==> src/rtl/uart_tx_autocfg_pkg.sv <==
// Shared constants for the auto-configured UART transmit path.
// Parity codes are the same ones the autobaud/autoparity detector produces,
// so the detector output can be wired straight into the transmitter.
// FSM state encodings are plain localparams so that legacy code and the
// receiver can share them.
package uart_tx_autocfg_pkg;

  // Parity codes (a code of 3 is treated like PAR_NONE)
  localparam logic [1:0] PAR_NONE = 2'd0;
  localparam logic [1:0] PAR_ODD  = 2'd1;
  localparam logic [1:0] PAR_EVEN = 2'd2;

  // Transmitter FSM states
  localparam logic [2:0] ST_IDLE   = 3'd0;
  localparam logic [2:0] ST_START  = 3'd1;
  localparam logic [2:0] ST_DATA   = 3'd2;
  localparam logic [2:0] ST_PARITY = 3'd3;
  localparam logic [2:0] ST_STOP   = 3'd4;

  // A parity bit is sent only for the two real parity codes.
  function automatic logic par_enabled(input logic [1:0] code);
    return (code == PAR_ODD) || (code == PAR_EVEN);
  endfunction

endpackage

==> src/rtl/uart_tx_autocfg_baud_tick_gen.sv <==
// 16x oversampling tick generator.
// Ports:
//   clk, reset_n : clock, asynchronous active-low reset
//   clr          : restart the count from 0
//   en           : count only while high
//   dvsr[11:0]   : clock cycles per tick (0 and 1 both mean every cycle)
//   tick         : one-cycle pulse on the last count of each period
// The receiver can reuse this block once it switches to the detected rate.
module baud_tick_gen (
  input  logic        clk,
  input  logic        reset_n,
  input  logic        clr,
  input  logic        en,
  input  logic [11:0] dvsr,
  output logic        tick
);

  logic [11:0] cnt_q, cnt_d;
  logic [11:0] last;

  always_comb begin
    // Divisors of 0 and 1 collapse to a period of one cycle.
    last  = (dvsr <= 12'd1) ? 12'd0 : dvsr - 12'd1;
    tick  = en && (cnt_q == last);
    cnt_d = cnt_q;
    if (clr) begin
      cnt_d = '0;
    end else if (en) begin
      cnt_d = tick ? 12'd0 : cnt_q + 12'd1;
    end
  end

  always_ff @(posedge clk or negedge reset_n) begin
    if (!reset_n) begin
      cnt_q <= '0;
    end else begin
      cnt_q <= cnt_d;
    end
  end

endmodule

==> src/rtl/uart_tx_autocfg.sv <==
// UART transmitter running at the divisor/parity found by the autobaud and
// autoparity detector.
// Ports:
//   clk, reset_n   : 50 MHz clock, asynchronous active-low reset
//   baud_dvsr[11:0]: cycles per 16x tick, latched when a byte is accepted
//   parity_bit[1:0]: parity code (0/3 none, 1 odd, 2 even), latched likewise
//   tx_start, din  : send request and byte, accepted only while not busy
//   tx             : serial line, idle high, registered
//   tx_busy        : high from the cycle after acceptance through done
//   tx_done_tick   : one-cycle pulse in the last cycle of the stop bit
module uart_tx_autocfg
  import uart_tx_autocfg_pkg::*;
#(
  parameter int DBIT    = 8,
  parameter int SB_TICK = 16
) (
  input  logic            clk,
  input  logic            reset_n,
  input  logic [11:0]     baud_dvsr,
  input  logic [1:0]      parity_bit,
  input  logic            tx_start,
  input  logic [DBIT-1:0] din,
  output logic            tx,
  output logic            tx_busy,
  output logic            tx_done_tick
);

  localparam int             NW     = (DBIT > 1) ? $clog2(DBIT) : 1;
  localparam logic [NW-1:0]  N_LAST = NW'(DBIT - 1);
  localparam logic [3:0]     S_STOP = 4'(SB_TICK - 1);

  logic [2:0]      state_q, state_d;
  logic [3:0]      s_q, s_d;
  logic [NW-1:0]   n_q, n_d;
  logic [DBIT-1:0] shift_q, shift_d;
  logic [11:0]     dvsr_q, dvsr_d;
  logic [1:0]      par_q, par_d;
  logic            pbit_q, pbit_d;
  logic            busy_q, busy_d;
  logic            done_q, done_d;
  logic            tx_q, tx_d;
  logic            accept;
  logic            tick;

  // Parity comes from the byte as presented at acceptance, not from the
  // bits as they are shifted out.
  logic [DBIT:0] xor_chain;
  assign xor_chain[0] = 1'b0;
  generate
    for (genvar gi = 0; gi < DBIT; gi++) begin : g_par
      assign xor_chain[gi+1] = xor_chain[gi] ^ din[gi];
    end
  endgenerate

  baud_tick_gen u_tick (
    .clk     (clk),
    .reset_n (reset_n),
    .clr     (accept),
    .en      (busy_q),
    .dvsr    (dvsr_q),
    .tick    (tick)
  );

  // busy_q also covers the done cycle, so a request there is refused.
  assign accept = tx_start && !busy_q && (state_q == ST_IDLE);

  always_comb begin
    state_d = state_q;
    s_d     = s_q;
    n_d     = n_q;
    shift_d = shift_q;
    dvsr_d  = dvsr_q;
    par_d   = par_q;
    pbit_d  = pbit_q;
    busy_d  = done_q ? 1'b0 : busy_q;
    done_d  = 1'b0;

    case (state_q)
      ST_IDLE: begin
        if (accept) begin
          state_d = ST_START;
          s_d     = '0;
          n_d     = '0;
          shift_d = din;
          dvsr_d  = baud_dvsr;
          par_d   = parity_bit;
          pbit_d  = (parity_bit == PAR_ODD) ? ~xor_chain[DBIT] : xor_chain[DBIT];
          busy_d  = 1'b1;
        end
      end
      ST_START: begin
        if (tick) begin
          if (s_q == 4'd15) begin
            s_d     = '0;
            n_d     = '0;
            state_d = ST_DATA;
          end else begin
            s_d = s_q + 4'd1;
          end
        end
      end
      ST_DATA: begin
        if (tick) begin
          if (s_q == 4'd15) begin
            s_d     = '0;
            shift_d = shift_q >> 1;
            if (n_q == N_LAST) begin
              state_d = par_enabled(par_q) ? ST_PARITY : ST_STOP;
            end else begin
              n_d = n_q + 1'b1;
            end
          end else begin
            s_d = s_q + 4'd1;
          end
        end
      end
      ST_PARITY: begin
        if (tick) begin
          if (s_q == 4'd15) begin
            s_d     = '0;
            state_d = ST_STOP;
          end else begin
            s_d = s_q + 4'd1;
          end
        end
      end
      ST_STOP: begin
        if (tick) begin
          if (s_q == S_STOP) begin
            s_d     = '0;
            state_d = ST_IDLE;
            done_d  = 1'b1;
          end else begin
            s_d = s_q + 4'd1;
          end
        end
      end
      default: state_d = ST_IDLE;
    endcase
  end

  // The line follows the current state one edge later, which gives the
  // single cycle of latency and keeps done aligned with the stop bit's end.
  always_comb begin
    case (state_q)
      ST_START:  tx_d = 1'b0;
      ST_DATA:   tx_d = shift_q[0];
      ST_PARITY: tx_d = pbit_q;
      default:   tx_d = 1'b1;
    endcase
  end

  always_ff @(posedge clk or negedge reset_n) begin
    if (!reset_n) begin
      state_q <= ST_IDLE;
      s_q     <= '0;
      n_q     <= '0;
      shift_q <= '0;
      dvsr_q  <= '0;
      par_q   <= PAR_NONE;
      pbit_q  <= 1'b0;
      busy_q  <= 1'b0;
      done_q  <= 1'b0;
      tx_q    <= 1'b1;
    end else begin
      state_q <= state_d;
      s_q     <= s_d;
      n_q     <= n_d;
      shift_q <= shift_d;
      dvsr_q  <= dvsr_d;
      par_q   <= par_d;
      pbit_q  <= pbit_d;
      busy_q  <= busy_d;
      done_q  <= done_d;
      tx_q    <= tx_d;
    end
  end

  assign tx           = tx_q;
  assign tx_busy      = busy_q;
  assign tx_done_tick = done_q;

endmodule
==> config.mk <==
export PLATFORM = sky130hd
export DESIGN_NAME = uart_tx_autocfg
export DESIGN_NICKNAME = d
export VERILOG_FILES = /design/src/rtl/uart_tx_autocfg_pkg.sv /design/src/rtl/uart_tx_autocfg_baud_tick_gen.sv /design/src/rtl/uart_tx_autocfg.sv
export SDC_FILE = /design/constraint.sdc
export NUM_CORES = 1
export LEC_CHECK = 0
export ABC_AREA = 1
export CAP_MARGIN = 20
export CORE_ASPECT_RATIO = 0.6
export CORE_MARGIN = 4
export CORE_UTILIZATION = 45
export DETAILED_ROUTE_END_ITERATION = 10
export GPL_TIMING_DRIVEN = 0
export PLACE_DENSITY = 0.67
export SYNTH_ARGS = -nofsm -noshare
export SYNTH_HDL_FRONTEND = slang
export SYNTH_SLANG_ARGS = --single-unit
==> constraint.sdc <==
create_clock -name clk -period 2.3 [get_ports clk]
set_input_delay 0.46 -clock clk [delete_from_list [all_inputs] [get_ports clk]]
set_output_delay 0.46 -clock clk [all_outputs]
set_load 0.005 [all_outputs]
==> impl_metrics.py <==
metrics = {
    "worst_setup_path": {
        "cp.required_ns": 2.48,
        "crit_path_start_kind": "flip-flop",
        "crit_path_frequent_cell": "nand2_1",
        "timing.critical_path.slowest_stage_cell": "dfrtp_2",
        "critical_path.cell_chain": "nor2_2, nand2_1, nand2_1, nand2_1, inv_1, nand2_1, nand2_1, nand2_1, nor2_1, nand3_1, nor2_2, nand2_4, nand2_4, nand2_4, buf_12, nand2_2, o21ai_2",
        "worstSetupEndpointType": "flip-flop",
        "worstPathMaxFanout": 7,
        "crit_arrival_ns": 2.48,
        "critPathMaxStageDelay_ns": 0.45,
        "criticalPathCategory": "reg2reg",
    },
    "routing": {
        "drc": 0,
        "drt-wirelength-per-cell_um": 14.57,
        "drt_iter0_drcs": 222,
        "detail_route.vias_per_cell": 5.276,
        "wirelength_um": 8070,
        "detailroute.via_count": 2923,
        "antenna_violating_nets_post_route": 0,
        "drt-pass1-iter-count": 5,
    },
    "cells_and_area": {
        "flow.area_growth_from_synthesis_pct": 23.65,
        "num-fill-cells": 621,
        "area_taken_by_flip_flops_and_latches_mm2": 0.001205,
        "drive_gt1_share_pct": 13.70,
        "final_net_count": 497,
        "n_antenna_cell": 0,
        "multi_input_comb_area_mm2": 0.001764,
        "finalCoreUtilization_pct": 57.57,
    },
    "clock_network": {
        "clk-insertion-delay-late_ns": 0.30,
        "sink_count": 48,
        "cts_buffers": 5,
        "clock_tree_from_tritoncts": "done",
        "clock_path_buffers": 2,
        "cts_root_buffer": "clkbuf_16",
        "clock_tree.htree_level_count": 2,
        "clkTransAtPathRegs_ns": 0.07,
    },
    "synthesis": {
        "synth_edf_count": 0,
        "synthesis.nets": 453,
        "synth_top_area_share_pct": 37.68,
        "most_frequent_cell_after_synthesis": "nand2_1",
        "post_synthesis_instance_area_mm2": 0.003122,
        "synth_ff_type": "dfrtp_1",
        "synthTopCellsByCount": "nand2_1, nor2_1, inv_1, dfrtp_1, nand3_1",
        "synth_top_family_by_area": "simple AND/OR/NAND/NOR gates",
        "yosysSeqAreaShare_pct": 38.52,
        "average_cell_area_after_synthesis_um2": 7.397,
        "ys_seq_elements": 48,
        "yosys.area.top_type": "dfrtp_1",
        "yosys-top-cells-area": "dfrtp_1, nand2_1, nand3_1",
        "synthAdderAreaFrac_pct": 2.405,
        "netlist_instances": 422,
        "share_of_the_synthesized_netlist_area_taken_by_xor_and_xnor_gates_pct": 4.770,
        "synth_simple_gate_area_share_pct": 34.71,
        "area_fraction_in_compound_gates_after_synthesis_pct": 9.018,
        "post_synth_num_cell_types": 33,
        "async_reset_ff_share_pct": 100.0,
        "synth.area.mux_share_pct": 2.966,
        "yosys_warnings": 0,
    },
    "floorplan": {
        "die_area_mm2": 0.008377,
        "height_of_the_chip_um": 72.52,
        "start_util_pct": 46.56,
        "die_width_um": 115.5,
        "floorplan.core_area_mm2": 0.006705,
        "ports": 28,
        "placement_rows": 23,
    },
    "global_routing": {
        "gr-usage-all-layers_pct": 20.23,
        "grt_antenna_before_repair": 0,
        "grt_first_pass_wirelength_um": 13110,
        "grt_max_degree": 26,
        "first_global_vias": 2607,
        "globalRoute.totalOverflow": 0,
    },
    "timing": {
        "grt_setup_unrepaired": "true",
        "setup_violations": 0,
        "finalCriticalPeriod_ns": 2.296,
        "worst_slew_pin_slew_ns": 0.6656,
        "slew_violations": 0,
        "max_slew_margin_pct": 55.63,
        "period_share_pct": 99.82,
        "timing.clock.skew_ns": 0.008389,
        "fin_setup_tns_ns": 0,
        "postLayoutSetupSlackWorst_ns": 0.004158,
        "timing_hold_violations_final": 0,
        "fmax_ghz": 0.4356,
        "hold-worst-slack_ns": 0.1683,
    },
    "pwr": {
        "combinationalPowerShare_pct": 5.2,
        "cellInternalPower_mw": 1.407,
        "pwr_density_cell_mw_per_mm2": 458.8,
        "overall_power_mw": 1.771,
        "switching_power_mw": 0.3639,
        "power.share.clock_pct": 47.1,
        "seq_power_share_pct": 47.7,
        "vdd.ir_drop.worst_mv": 0.3062,
        "switching_share_pct": 20.55,
        "static_leakage_nw": 1.912,
    },
    "flow_run": {
        "timing.max_cap.violations": 0,
    },
    "status": {
        "outcome": "finished clean",
    },
    "min_path": {
        "worst_hold_path_type": "in2async",
    },
    "place": {
        "buffer_ports.inserted": 27,
        "routabilityCongestion": 0.9152,
        "post_placement_setup_slack_ns": -0.2872,
        "hpwl_um": 5943,
    },
}
## power by group through the flow
| stage | registers (mW) | clock network (mW) | logic, mW |
|---|---|---|---|
| global route | 0.843 | 0.891 | 0.101 |
| finish | 0.844 | 0.835 | 0.0922 |
| global placement | 0.860 | 0 | 0.0893 |
| detailed placement | 0.860 | 0 | 0.0930 |
| floorplan | 0.860 | 0 | 0.0246 |
| CTS | 0.844 | 0.856 | 0.0942 |
## flip-flops by register name (all words and copies together), names as in the netlist
register,cells
pbit_q,1
u_tick.cnt_q,12
dvsr_q,12
shift_q,8
n_q,3
tx_busy,1
state_q,3
tx,1
s_q,4
tx_done_tick,1
par_q,2
## per-stage QoR
stage | area (um^2) | std cells
2_1_floorplan | 3122 | 422
3_3_place_gp | 3501 | 536
3_5_place_dp | 3516 | 537
4_1_cts | 3744 | 550
5_1_grt | 3860 | 554
6_report | 3860 | 554
## final cells by class
class,instances,area share (%)
multi-input combinational,316,45.70
sequential,48,31.22
timing repair buffer,36,9.400
inverter,49,4.895
clock buffer,6,3.339
tap,87,2.820
buffer,10,1.718
clock inverter,2,0.9076
## logic make-up (layout without fill, tap and decap cells)
logic type / after synthesis / count (layout)
AO/OA/AOI/OAI: 49 / 49
XOR/XNOR: 17 / 17
adder cells (fa/ha/maj): 6 / 6
buffers and inverters: 59 / 103
flip-flops: 48 / 48
multiplexers: 9 / 9
AND/OR/NAND/NOR: 234 / 235
## worst max-delay path: cells and delay by family, from the launching register on
family / cells / cell delay (ns)
and+or+nand+nor: 14 / 1.38
buffers and inverters: 2 / 0.29
AOI/OAI and AO/OA: 1 / 0.05
DFF: 1 / 0.45
## placed cells by master (no fill, tap or decap), types with 4 or more instances in the layout
master	n
clkbuf_1	8
buf_4	7
nand2_2	7
inv_1	47
nor2_4	6
nand2_1	94
clkdlybuf4s50_1	26
o21ai_0	25
nand4_1	14
ha_1	4
nor2_1	47
xor2_1	14
nand3_1	40
nand3b_1	4
dfrtp_1	45
mux2i_1	7
nor2_2	5
o21ai_2	7
a21oi_1	13
nor3_1	7
clkbuf_16	6
## final timing paths
kind,from,end,slack (ns),depth (start not counted)
setup / recovery,dvsr_q[2],shift_q[6],0.004,17
hold reg to reg,tx_done_tick,tx_busy,0.45,1
setup reg to reg,dvsr_q[2],shift_q[6],0.004,17
max in group asynchronous,reset_n,dvsr_q[2],1.59,2
hold / removal,reset_n,dvsr_q[9],0.17,1
min in group clk,tx_done_tick,tx_busy,0.45,1
## per-layer routing
layer  track usage, %  part of all wire [%]
met1            33.99                    55
met2            25.26                    37
met3            4.583                   6.7
met4            4.427                   1.0
met5                0                     0
## repair_timing
item | 4_1_cts | 5_1_grt
setup endpoints to repair | 30 | 28
cloned | 1 | 1
buffers inserted | 4 | 3
hold buffers | 0 | 0
pin swaps | 5 | 11
gates resized for setup | 9 | 16
Power figures use the tool's default switching activity.
